[src/rtl/memory_bus_arbiter_pkg.sv]
// Shared types and helpers for the MemoryBus arbiter family.
// Holds the index-width helper, the default-width request record and the
// round-robin search function used by rr_picker.
package memory_bus_pkg;

    // Largest requester count any arbiter in this family supports
    localparam int MAX_PORTS = 16;

    // Request record at the default bus widths, for clients that do not
    // re-parametrise the bus
    typedef struct packed {
        logic [7:0]  id;
        logic [31:0] address;
        logic [23:0] data;
        logic        write;
    } req_rec_t;

    // Number of bits needed to name one of 'ports' requesters (never 0)
    function automatic int port_idx_w(input int ports);
        return (ports <= 2) ? 1 : $clog2(ports);
    endfunction

    // First set bit of 'valid' at or after 'start', wrapping at 'ports'.
    // Returns 'start' when nothing is set; callers qualify with their own
    // found flag.
    function automatic logic [3:0] pick_rr(input logic [MAX_PORTS-1:0] valid,
                                           input logic [3:0]           start,
                                           input int                   ports);
        logic [3:0] result;
        logic       hit;
        int         p;
        result = start;
        hit    = 1'b0;
        for (int k = 0; k < MAX_PORTS; k++) begin
            p = (int'(start) + k) % ports;
            if (k < ports && !hit && valid[p[3:0]]) begin
                result = p[3:0];
                hit    = 1'b1;
            end
        end
        return result;
    endfunction

endpackage

[src/rtl/memory_bus_arbiter_rr_picker.sv]
// Combinational round-robin picker: rotates the priority so that the search
// begins at 'start', and reports whether any requester is valid at all.
module rr_picker
    import memory_bus_pkg::*;
#(
    parameter  int PORTS = 4,
    localparam int IW    = port_idx_w(PORTS)
) (
    input  logic [PORTS-1:0] valid,
    input  logic [IW-1:0]    start,
    output logic [IW-1:0]    grant,
    output logic             found
);

    logic [MAX_PORTS-1:0] validWide;

    // Widen the request vector and run the wrap-around priority search
    always_comb begin
        validWide            = '0;
        validWide[PORTS-1:0] = valid;
        grant                = IW'(pick_rr(validWide, 4'(start), PORTS));
        found                = |valid;
    end

endmodule

[src/rtl/memory_bus_arbiter.sv]
// N-to-1 MemoryBus arbiter. Requests from PORTS requesters are merged onto a
// single downstream bus through a one-entry registered slice with round-robin
// fairness (optionally holding the grant for short bursts). Responses are
// steered back combinationally using a port index carried in the master ID.
module memory_bus_arbiter
    import memory_bus_pkg::*;
#(
    parameter int PORTS           = 4,
    parameter int DATA_WIDTH      = 24,
    parameter int ADDRESS_WIDTH   = 32,
    parameter int MASTER_ID_WIDTH = 8,
    parameter int PORT_SHIFT      = 2,
    parameter bit HOLD_GRANT      = 1'b0,
    parameter int BURST_MAX       = 8
) (
    input  logic                               clock,
    input  logic                               reset,

    input  logic [PORTS*MASTER_ID_WIDTH-1:0]   umsID,
    input  logic [PORTS*ADDRESS_WIDTH-1:0]     umsAddress,
    input  logic [PORTS*DATA_WIDTH-1:0]        umsData,
    input  logic [PORTS-1:0]                   umsWrite,
    input  logic [PORTS-1:0]                   umsValid,
    output logic [PORTS-1:0]                   umsTaken,

    output logic [PORTS*MASTER_ID_WIDTH-1:0]   usmID,
    output logic [PORTS*DATA_WIDTH-1:0]        usmData,
    output logic [PORTS-1:0]                   usmValid,
    input  logic [PORTS-1:0]                   usmTaken,

    output logic [MASTER_ID_WIDTH-1:0]         dmsID,
    output logic [ADDRESS_WIDTH-1:0]           dmsAddress,
    output logic [DATA_WIDTH-1:0]              dmsData,
    output logic                               dmsWrite,
    output logic                               dmsValid,
    input  logic                               dmsTaken,

    input  logic [MASTER_ID_WIDTH-1:0]         dsmID,
    input  logic [DATA_WIDTH-1:0]              dsmData,
    input  logic                               dsmValid,
    output logic                               dsmTaken,

    output logic                               routeError
);

    localparam int              IW          = port_idx_w(PORTS);
    localparam int              CW          = $clog2(BURST_MAX + 1);
    localparam logic [IW-1:0]   LAST_PORT   = IW'(PORTS - 1);
    localparam logic [CW-1:0]   BURST_LIMIT = CW'(BURST_MAX);

    typedef struct packed {
        logic [MASTER_ID_WIDTH-1:0] id;
        logic [ADDRESS_WIDTH-1:0]   address;
        logic [DATA_WIDTH-1:0]      data;
        logic                       write;
    } slice_t;

    logic            full;
    slice_t          slice;
    slice_t          picked;

    logic [IW-1:0]   lastGrant;
    logic [IW-1:0]   rrStart;
    logic [IW-1:0]   rrGrant;
    logic            rrFound;
    logic [IW-1:0]   grantIdx;
    logic            holdWin;
    logic            canLoad;
    logic            loadReq;
    logic [CW-1:0]   beatCount;

    logic [IW-1:0]   respIdx;
    logic            respInRange;

    // Fair search begins one past the most recently granted port
    always_comb begin
        rrStart = (lastGrant == LAST_PORT) ? '0 : lastGrant + 1'b1;
    end

    rr_picker #(
        .PORTS (PORTS)
    ) picker (
        .valid (umsValid),
        .start (rrStart),
        .grant (rrGrant),
        .found (rrFound)
    );

    // Burst hold: the last winner keeps the bus while it stays valid and has
    // beats left; a zero count means nothing has been granted since reset
    always_comb begin
        holdWin = 1'b0;
        if (HOLD_GRANT && beatCount != '0 && beatCount < BURST_LIMIT) begin
            holdWin = umsValid[lastGrant];
        end
    end

    // Decide whether the slice accepts a new beat this cycle and from whom
    always_comb begin
        canLoad  = !full || dmsTaken;
        grantIdx = holdWin ? lastGrant : rrGrant;
        loadReq  = canLoad && rrFound;
    end

    // One-hot accept back to the winning requester, silent during reset
    always_comb begin
        umsTaken = '0;
        for (int p = 0; p < PORTS; p++) begin
            umsTaken[p] = loadReq && !reset && (grantIdx == IW'(p));
        end
    end

    // Gather the winning requester's fields from the flattened buses
    always_comb begin
        picked = '0;
        for (int p = 0; p < PORTS; p++) begin
            if (grantIdx == IW'(p)) begin
                picked.id      = umsID[p*MASTER_ID_WIDTH +: MASTER_ID_WIDTH];
                picked.address = umsAddress[p*ADDRESS_WIDTH +: ADDRESS_WIDTH];
                picked.data    = umsData[p*DATA_WIDTH +: DATA_WIDTH];
                picked.write   = umsWrite[p];
            end
        end
    end

    // Request slice: load replaces (even while draining), otherwise empty on drain
    always_ff @(posedge clock or posedge reset) begin
        if (reset) begin
            full  <= 1'b0;
            slice <= '0;
        end else if (loadReq) begin
            full  <= 1'b1;
            slice <= picked;
        end else if (dmsTaken) begin
            full  <= 1'b0;
        end
    end

    // Remember the last winner and how many back-to-back beats it has had
    always_ff @(posedge clock or posedge reset) begin
        if (reset) begin
            lastGrant <= LAST_PORT;
            beatCount <= '0;
        end else if (loadReq) begin
            lastGrant <= grantIdx;
            if (grantIdx == lastGrant && beatCount != '0) begin
                if (beatCount != BURST_LIMIT) begin
                    beatCount <= beatCount + 1'b1;
                end
            end else begin
                beatCount <= CW'(1);
            end
        end
    end

    assign dmsValid   = full;
    assign dmsID      = slice.id;
    assign dmsAddress = slice.address;
    assign dmsData    = slice.data;
    assign dmsWrite   = slice.write;

    // Decode which requester a response belongs to
    always_comb begin
        respIdx     = dsmID[PORT_SHIFT +: IW];
        respInRange = int'(respIdx) < PORTS;
    end

    // Steer valid to the addressed port and return its accept; responses to
    // a non-existent port are swallowed so the memory side never stalls
    always_comb begin
        usmValid = '0;
        dsmTaken = !respInRange;
        for (int p = 0; p < PORTS; p++) begin
            if (respInRange && respIdx == IW'(p)) begin
                usmValid[p] = dsmValid;
                dsmTaken    = usmTaken[p];
            end
        end
    end

    assign usmID   = {PORTS{dsmID}};
    assign usmData = {PORTS{dsmData}};

    // Sticky flag for misrouted responses, cleared only by reset
    always_ff @(posedge clock or posedge reset) begin
        if (reset) begin
            routeError <= 1'b0;
        end else if (dsmValid && !respInRange) begin
            routeError <= 1'b1;
        end
    end

endmodule

[config.mk]
export PLATFORM = sky130hd
export DESIGN_NAME = memory_bus_arbiter
export DESIGN_NICKNAME = d
export VERILOG_FILES = /design/src/rtl/memory_bus_arbiter_pkg.sv /design/src/rtl/memory_bus_arbiter_rr_picker.sv /design/src/rtl/memory_bus_arbiter.sv
export SDC_FILE = /design/constraint.sdc
export NUM_CORES = 1
export LEC_CHECK = 0
export ABC_AREA = 0
export CORE_AREA = 10 10 188 190
export DETAILED_ROUTE_END_ITERATION = 8
export DIE_AREA = 0 0 198 200
export PLACE_DENSITY_LB_ADDON = 0.12
export SLEW_MARGIN = 0
export SYNTH_ARGS = -nofsm -noshare
export SYNTH_HDL_FRONTEND = slang
export SYNTH_SLANG_ARGS = --single-unit
[constraint.sdc]
create_clock -name clock -period 3.49 [get_ports clock]
set_input_delay 0.698 -clock clock [delete_from_list [all_inputs] [get_ports clock]]
set_output_delay 0.698 -clock clock [all_outputs]
set_load 0.01 [all_outputs]
==> results of run 1 <==
==> registers in the layout (all words and copies together) (netlist names) <==
register,flops
dmsValid,1
dmsWrite,1
lastGrant,2
dmsData,24
dmsAddress,32
dmsID,8
==> power by group <==
| part | total (uW) | leakage, uW | internal [uW] | switching [uW] |
|---|---|---|---|---|
| registers | 1430 | 0.000807 | 1220 | 209 |
| clock network | 1040 | 0.000151 | 645 | 399 |
| logic | 6670 | 0.00266 | 3100 | 3560 |
| total | 9140 | 0.00362 | 4960 | 4170 |
==> timing repair <==
action / 4_1_cts / 5_1_grt
endpoints found under the setup margin: 29 / 5
gates resized for setup: 33 / 6
setup buffers: 5 / 0
pin swaps: 12 / 0
==> kinds of logic (layout without fill, tap and decap cells) <==
logic type	Yosys count	in the layout	synth area share
AND/OR/NAND/NOR	97	97	0.07728
flip-flops	68	68	0.3059
AO/OA/AOI/OAI	211	211	0.2412
XOR/XNOR	2	2	0.003145
multiplexers	75	75	0.1402
buffers and inverters	182	419	0.2248
other	1	1	0.0006732
adder cells (fa/ha/maj)	3	3	0.006739
==> Yosys cell counts, drive strengths merged (2+ instances only) <==
library cell and instances:
buf 149, o21ai 132, nand2 72, mux2i 69, dfrtp 66, o2bb2ai 66
clkbuf 27, nor2 7, inv 6, mux2 4, nor3 4, nor4 4
a21oi 3, ha 3, dfstp 2, mux4 2, o211ai 2, or2 2
==> per-layer routing <==
metal,track usage,vias to the layer above,wire length (um)
met1,0.1452,2533,10610
li1,-,2611,-
met5,0,-,0
met3,0.05526,10,2710
met4,0.02904,0,209
met2,0.2499,308,14710
==> worst min-delay path: cells and delay by family (launching register included) <==
kind | cells | cell delay, ps
simple gates | 1 | 40
compound gates | 1 | 60
flops | 1 | 340
==> stage by stage <==
| stage | hold slack [ps] | setup WS (ps) | power [uW] | util |
|---|---|---|---|---|
| 2_1_floorplan | 467.1 | 10.96 | 5718 | - |
| 3_3_place_gp | 462.1 | -538.6 | 8063 | 0.2823 |
| 3_5_place_dp | 475.4 | -523.9 | 8080 | 0.2823 |
| 4_1_cts | 490.0 | -73.66 | 9339 | 0.2952 |
| 5_1_grt | 508.1 | -149.5 | 9917 | 0.2960 |
| 6_report | 480.1 | -38.35 | 9137 | 0.2960 |
==> final timing paths <==
check | endpoint | cells past startpoint | slack (ps) | from
setup / recovery | umsTaken[1] | 10 | -40 | lastGrant[0]
hold / removal | dmsData[13] | 2 | 480 | dmsData[13]
setup reg to reg | dmsID[5] | 11 | 160 | lastGrant[0]
hold reg to reg | dmsData[13] | 2 | 480 | dmsData[13]
max in group asynchronous | dmsAddress[16] | 3 | 1740 | reset
min in group asynchronous | dmsData[13] | 2 | 1070 | reset
==> layout make-up <==
class,count,area share
multi-input cells,389,0.3033
inverters,6,0.002828
clock inverters,6,0.009426
clock buffers,10,0.02572
flip-flops and latches,68,0.1834
well taps,402,0.05413
repair buffers,397,0.4212
==> results.json, run 1 <==
{
  "netlist_area_sq_um": 5570,
  "hold_viol": 0,
  "hold_path.class": "reg -> reg",
  "start_util": 0.1774,
  "slew_violations": 0,
  "clk_pin_slew_ps": 60,
  "track_usage": 0.1369,
  "cts_buffers": 9,
  "multi_input_area_sq_um": 2818,
  "die_h_um": 200,
  "insertedDiodeCount": 0,
  "crit_path_end_kind": "output pin",
  "fin_ws_ps": -38.35,
  "yosysTopAreaCell": "dfrtp_1",
  "dpl_cell_area_sq_um": 8862,
  "hold_buffers": 0,
  "violations": "negative setup slack",
  "critPathArrivalTime_ps": 2830,
  "dieArea_sq_um": 39600,
  "post-route-min-period_ps": 3528,
  "clk-insertion-delay-late_ps": 350,
  "synthDistinctLibCells": 45,
  "setup_viol_count_final": 4,
  "worstSetupPathType": "reg -> out",
  "tns_ps": -109.2,
  "wire_per_inst_um": 22.10,
  "maxCapViolCount": 0,
  "die_w_um": 198,
  "ios": 508,
  "drive_gt1_frac": 0.1119,
  "period_share": 1.011,
  "antenna_found_initial": 0,
  "ys_seq_elements": 68,
  "avgViaCountPerCell": 4.274,
  "synth_warnings": 0,
  "peakVddDrop_v": 0.0007398,
  "ys.flop_type": "dfrtp_1",
  "max_freq_mhz": 283.4,
  "rows": 65,
  "synthCells": 639,
  "gp_congestion": 0.7573,
  "path_delay_family": "flip-flops",
  "cp.required_ps": 2790,
  "cp_max_fo": 6,
  "core-area_sq_um": 31390,
  "dr_total_vias": 5462,
  "async_flop_share": 1.000,
  "ant_nets": 0,
  "slew_headroom": 0.4060,
  "mostFrequentLayoutCells": "clkdlybuf4s50_1 (350), o21ai_1 (99), nand2_1 (72), mux2i_1 (68)",
  "dpl.hpwl_um": 22190,
  "nets": 1178,
  "drc": 0,
  "startpoint_type": "register",
  "grt_max_degree": 67,
  "syn_to_final_growth_pct": 66.80,
  "fin_area_sq_um": 9291,
  "synth_fp_nets": 946,
  "grt_remaining_overflow": 0,
  "path_cells": "inv_2 > ha_4 > xor2_4 > mux2_4 > o2111ai_4 > nor2_2 > a21oi_4 > inv_4 > nor4_4 > buf_4",
  "regArea_sq_um": 1704,
  "outcome": "finished, violations left",
  "rsz0062_at_grt": "yes",
  "netlist_top_cells_area": "dfrtp_1 (30%), buf_4 (19%), mux2i_1 (12%)",
  "crit_slowest_cell": "dfstp_2",
  "cp_num_buf_inv": 3,
  "tightest_slew_ps": 891.1,
  "dr.pass1.iters": 6,
  "cts-htree-levels": 3,
  "layout_commonest_cell": "clkdlybuf4s50_1",
  "p_per_area_nw_per_um2": 983.4,
  "cts_sinks": 68,
  "synth-edff-count": 0,
  "slowest_delay_ps": 560,
  "cts-root-buf": "clkbuf_16",
  "drt-total-wl_um": 28240,
  "clock_skew_ps": 4.350,
  "yosysTopAreaCellShare": 0.2965,
  "place_inst": 1257,
  "layoutNonFillerInstCount": 1278,
  "synth_seq_area_share": 0.3059,
  "cts_tree": "built",
  "power.leakage_uw": 0.003618,
  "grt_pass1_wl_um": 40570,
  "place.port_buffers": 356,
  "avgSynthCellArea_sq_um": 8.717,
  "grt_pass1_vias": 6017,
  "drt-initial-drc-count": 138,
  "cts_buffer_depth": 2,
  "fillers": 3334
}
Power figures use the tool's default switching activity.
==> run 2, diff against run 1 <==
--- a/config.mk
+++ b/config.mk
@@ -6,9 +6,10 @@
 export NUM_CORES = 1
 export LEC_CHECK = 0
 export ABC_AREA = 0
-export CORE_AREA = 10 10 188 190
+export CORE_AREA = 10 10 187 189
 export DETAILED_ROUTE_END_ITERATION = 8
-export DIE_AREA = 0 0 198 200
+export DIE_AREA = 0 0 197 199
+export GPL_TIMING_DRIVEN = 1
 export PLACE_DENSITY_LB_ADDON = 0.12
 export SLEW_MARGIN = 0
 export SYNTH_ARGS = -nofsm -noshare
==> run 2 against run 1 <==
  * The flow still finishes with violations (negative setup slack)
  * Total power up 0.66%
  * Sequential cell count stayed put
  * Cell count decreased by 0.31%
  * Critical path depth rose by 3
  * Register-to-register slack better by 30 ps
  * First-iteration DRC count up 47%
  * Final area fell by 0.27%
  * Non-clock buffer count shrank 3
  * Sequential share of layout area barely moved
  * Clock power barely moved
==> results.json, run 2 (synthesized netlist as in run 1, its figures left out) <==
{
  "clk-insertion-delay-late_ps": 340,
  "setup_viol_count_final": 3,
  "dieArea_sq_um": 39200,
  "cp.depth": 13,
  "r2r_slack_ps": 190,
  "start_util": 0.1784,
  "path_delay_family": "buffers and inverters",
  "outcome": "finished, violations left",
  "peakVddDrop_v": 0.0008386,
  "crit_slowest_cell": "dfstp_2",
  "startpoint_type": "register",
  "grt_pass1_wl_um": 40520,
  "worstSetupPathType": "reg -> out",
  "track_usage": 0.1369,
  "cp_max_fo": 6,
  "cp.required_ps": 2790,
  "slew_headroom": 0.5751,
  "place.port_buffers": 356,
  "hold_viol": 0,
  "cts-root-buf": "clkbuf_16",
  "critPathArrivalTime_ps": 2910,
  "wire_per_inst_um": 22.07,
  "cts_tree": "built",
  "tightest_slew_ps": 637.3,
  "rsz0062_at_grt": "yes",
  "post-route-min-period_ps": 3612,
  "violations": "negative setup slack",
  "die_w_um": 197,
  "place_inst": 1250,
  "rr_worst_depth": 12,
  "die_h_um": 199,
  "period_share": 1.035,
  "tns_ps": -310.1,
  "drc": 0,
  "max_freq_mhz": 276.9,
  "ios": 508,
  "slew_violations": 0,
  "dr.pass1.iters": 4,
  "fillers": 3287,
  "slowest_delay_ps": 570,
  "clock_skew_ps": 7.585,
  "p_per_area_nw_per_um2": 992.5,
  "avgViaCountPerCell": 4.305,
  "clk_pin_slew_ps": 60,
  "dp_slack_ps": -564.6,
  "crit_end": "umsTaken[3]",
  "insertedDiodeCount": 0,
  "grt_remaining_overflow": 0,
  "path_cells": "inv_2 > ha_4 > buf_4 > buf_4 > mux4_2 > inv_2 > o2111ai_4 > buf_4 > nor3_2 > buf_4 > a31oi_4 > nor3_4 > buf_6",
  "layoutNonFillerInstCount": 1274,
  "crit_path_end_kind": "output pin",
  "cts_buffers": 9,
  "syn_to_final_growth_pct": 66.35,
  "hold_path.class": "reg -> reg",
  "cts-htree-levels": 3,
  "grt_max_degree": 67,
  "core-area_sq_um": 31230,
  "layout_commonest_cell": "clkdlybuf4s50_1",
  "nets": 1175,
  "drt-initial-drc-count": 203,
  "maxCapViolCount": 0,
  "worstReg2RegEnd": "dmsAddress[16]",
  "largest_reg_flops": 32,
  "antenna_found_initial": 0,
  "cp_num_buf_inv": 7,
  "post-route-util": 0.2967,
  "cts_buffer_depth": 2,
  "power.leakage_uw": 0.003617,
  "setup.worst_path.start": "lastGrant[0]",
  "gp_congestion": 0.7477,
  "ant_nets": 0,
  "grt_pass1_vias": 5956,
  "dr_total_vias": 5485,
  "drive_gt1_frac": 0.1067,
  "rows": 65,
  "fin_ws_ps": -121.5,
  "cts_sinks": 68,
  "cp_common_cell": "buf_4",
  "mostFrequentLayoutCells": "clkdlybuf4s50_1 (349), o21ai_1 (99), nand2_1 (72), mux2i_1 (68)",
  "dpl.hpwl_um": 21870,
  "drt-total-wl_um": 28110,
  "r2r_start": "lastGrant[0]"
}
-- run 2: changes by cell type in the layout (fill, tap and decap cells not counted), sizes merged --
cell           delta
buf               -3
clkinvlp          -2
clkbuf            +1
clkdlybuf4s50     -1
dlymetal6s2s      +1
-- run 2: final cells by class --
class / instances / area [sq um] / share of cell area
Multi-Input combinational cell: 389 / 2826 / 0.3050
Tap cell: 402 / 503.0 / 0.05428
Clock inverter: 4 / 72.57 / 0.007831
Timing Repair Buffer: 394 / 3881 / 0.4188
Clock buffer: 11 / 252.7 / 0.02728
Sequential cell: 68 / 1704 / 0.1839
Inverter: 6 / 26.28 / 0.002836
-- run 2: tightest hold or removal path, stage by stage, from the launching register on --
cell     delay [ps]
dfrtp_1         340
nand2_1          50
o21ai_0          60
-- run 2: power by group --
| part | total, uW | switching, uW | internal, uW | leakage [uW] |
|---|---|---|---|---|
| sequential | 1430 | 213 | 1220 | 0.000807 |
| combinational | 6720 | 3570 | 3150 | 0.00265 |
| clock | 1050 | 387 | 661 | 0.000158 |
| total | 9200 | 4160 | 5030 | 0.00362 |
-- run 2: worst min path at each step --
stage | from | to | slack [ps] | depth (start not counted)
after floorplan | lastGrant[1] | lastGrant[1] | 470 | 2
after global placement | dmsData[5] | dmsData[5] | 470 | 2
after detailed placement | dmsData[12] | dmsData[12] | 470 | 2
after CTS | dmsData[12] | dmsData[12] | 490 | 2
after global routing | dmsData[0] | dmsData[0] | 520 | 2
final | dmsData[12] | dmsData[12] | 480 | 2
-- run 2: layer usage --
layer  up-vias  share of wire  track usage
li1       2608              -            -
met1      2581           0.36       0.1368
met2       285           0.54       0.2608
met3        11          0.087      0.05390
met4         0          0.011      0.02820
met5         -              0     0.003958
-- run 2: timing repair --
| action | in CTS | in global routing |
|---|---|---|
| setup buffers | 7 | 2 |
| hold buffers | 0 | 0 |
| pin swaps | 8 | 5 |
| endpoints found under the hold margin | 0 | 0 |
| endpoints found under the setup margin | 21 | 69 |
| resized for setup | 33 | 7 |
-- run 2: per-stage QoR --
step / total power (uW) / area, sq um / hold slack (ps)
after floorplan: 5718 / 5689 / 467.1
after global placement: 8064 / 8797 / 468.1
after detailed placement: 8049 / 8797 / 473.9
after global routing: 9954 / 9266 / 515.0
after CTS: 9335 / 9221 / 488.9
final: 9197 / 9266 / 479.9
==> run 3, diff against run 2 <==
--- a/config.mk
+++ b/config.mk
@@ -6,11 +6,11 @@
 export NUM_CORES = 1
 export LEC_CHECK = 0
 export ABC_AREA = 0
-export CORE_AREA = 10 10 187 189
+export CORE_AREA = 10 10 189 191
 export DETAILED_ROUTE_END_ITERATION = 8
-export DIE_AREA = 0 0 197 199
+export DIE_AREA = 0 0 199 201
 export GPL_TIMING_DRIVEN = 1
-export PLACE_DENSITY_LB_ADDON = 0.12
+export PLACE_DENSITY = 0.51
 export SLEW_MARGIN = 0
 export SYNTH_ARGS = -nofsm -noshare
 export SYNTH_HDL_FRONTEND = slang
==> constraint.sdc (replaced) <==
create_clock -name clock -period 4.7 [get_ports clock]
set_input_delay 0.94 -clock clock [delete_from_list [all_inputs] [get_ports clock]]
set_output_delay 0.94 -clock clock [all_outputs]
set_load 0.01 [all_outputs]
==> run 3 against run 2 <==
  * The run now ends clean
  * Routed wire length down 9.1%
  * Cell count shrank 1.6%
  * Die area rose by 2.0%
  * First-iteration DRC count increased by 23%
  * Register-to-register slack gained 850 ps
  * Sequential power fell by 25%
  * Critical path type is now in -> out
  * Critical endpoint is now umsTaken[1]
  * Highest routed layer unchanged
==> results.json, run 3 (synthesized netlist as in run 1, its figures left out) <==
{
  "fin_area_sq_um": 8847,
  "die_h_um": 201,
  "r2r_slack_ps": 1040,
  "peakVddDrop_v": 0.0005428,
  "power.leakage_uw": 0.003409,
  "cts_buffer_depth": 2,
  "grt_pass1_vias": 5795,
  "routed-wl-met2_um": 12870,
  "cp_max_fo": 7,
  "fin_ws_ps": 153.4,
  "layout_commonest_cell": "clkdlybuf4s50_1",
  "drc": 0,
  "dpl.hpwl_um": 19870,
  "clock_skew_ps": 7.969,
  "dieArea_sq_um": 40000,
  "insertedDiodeCount": 0,
  "post-route-util": 0.2761,
  "dr.pass1.iters": 4,
  "tightest_slew_ps": 959.3,
  "tns_ps": 0,
  "cts_buffers": 9,
  "outcome": "finished clean",
  "dpl_cell_area_sq_um": 8556,
  "wire_per_inst_um": 20.37,
  "topRoutingLayerUsed": "met4",
  "core-area_sq_um": 32040,
  "hold_path.class": "reg -> reg",
  "rr_worst_depth": 11,
  "grt_max_degree": 70,
  "rows": 66,
  "cts-htree-levels": 3,
  "cp.required_ps": 3760,
  "max_freq_mhz": 219.9,
  "cts_sinks": 68,
  "setup_viol_count_final": 0,
  "r2r_start": "lastGrant[1]",
  "clk_pin_slew_ps": 50,
  "clk-insertion-delay-late_ps": 330,
  "track_usage": 0.1224,
  "dr_wl_met3_um": 2007,
  "cts-root-buf": "clkbuf_16",
  "drt-total-wl_um": 25550,
  "nets": 1149,
  "place.port_buffers": 356,
  "mostFrequentLayoutCells": "clkdlybuf4s50_1 (356), o21ai_1 (99), nand2_1 (72), mux2i_1 (69)",
  "wl_met1_um": 10080,
  "worstReg2RegEnd": "dmsAddress[27]",
  "die_w_um": 199,
  "crit_end": "umsTaken[1]",
  "worstSetupPathType": "in -> out",
  "drt-initial-drc-count": 250,
  "grt_pass1_wl_um": 37390,
  "largest_reg_flops": 32,
  "fin_hold_ws_ps": 481.5,
  "slew_headroom": 0.3590,
  "startpoint_type": "input pin",
  "maxCapViolCount": 0,
  "hold_viol": 0,
  "avgViaCountPerCell": 4.261,
  "syn_to_final_growth_pct": 58.83,
  "p_per_area_nw_per_um2": 698.3,
  "dp_slack_ps": 151.2,
  "critPathArrivalTime_ps": 3610,
  "start_util": 0.1739,
  "drive_gt1_frac": 0.04965,
  "period_share": 0.9674,
  "rsz0062_at_grt": "no",
  "ant_nets": 0,
  "slew_violations": 0,
  "gp_congestion": 0.7935,
  "ios": 508,
  "grt_remaining_overflow": 0,
  "cts_tree": "built",
  "setup.worst_path.start": "umsValid[3]",
  "dr_total_vias": 5343,
  "crit_path_end_kind": "output pin",
  "post-route-min-period_ps": 4547,
  "antenna_found_initial": 0
}
-- run 3: cell types whose count changed in the layout (fill, tap and decap cells not counted), sizes merged, moves of 2 or more --
cell	delta
clkdlybuf4s50	+7
dlygate4sd2	-2
buf	-30
clkbuf	+2
-- run 3: metal layers --
metal | up-vias | global-route usage
met5 | - | 0
met4 | 0 | 0.04034
met3 | 45 | 0.03755
met2 | 245 | 0.2167
met1 | 2503 | 0.1351
li1 | 2550 | -
-- run 3: area by class of cell --
| cell class | count | area [sq um] |
|---|---|---|
| Clock inverter | 2 | 35.03 |
| Multi-Input combinational cell | 389 | 2670 |
| Sequential cell | 68 | 1704 |
| Clock buffer | 13 | 250.2 |
| Tap cell | 408 | 510.5 |
| Inverter | 6 | 23.77 |
| Timing Repair Buffer | 368 | 3654 |
| Fill cell | 3464 | 23190 |
-- run 3: worst min-delay path by stage --
stage                       from      endpoint  slack [ps]  cells after the start
floorplan           lastGrant[1]  lastGrant[1]         470                      2
global placement     dmsData[17]   dmsData[17]         460                      2
detailed placement   dmsData[15]   dmsData[15]         470                      2
CTS                  dmsData[15]   dmsData[15]         480                      2
global route         dmsData[15]   dmsData[15]         500                      2
finish               dmsData[15]   dmsData[15]         480                      2
-- run 3: power by group --
group / switching (uW) / total [uW] / internal, uW
sequential: 162 / 1070 / 905
combinational: 2400 / 4410 / 2000
clock: 280 / 704 / 424
-- run 3: stage by stage --
step                cells  total power (uW)
detailed placement   1239              5577
CTS                  1254              6325
floorplan             639              4099
global placement     1239              5559
finish               1254              6178
global route         1254              6668
-- run 3: what timing repair did --
item                       CTS  global route
setup endpoints to repair    0             3
setup buffers                0             0
hold buffers                 0             0
gates resized for setup      0             1
-- run 3: critical path: stages --
cell and delay [ps]:
clkdlybuf4s50_1 590, or4bb_1 520, and2_1 170, o2111a_1 170, or3_1 420, nor4_1 210
clkdlybuf4s50_1 590
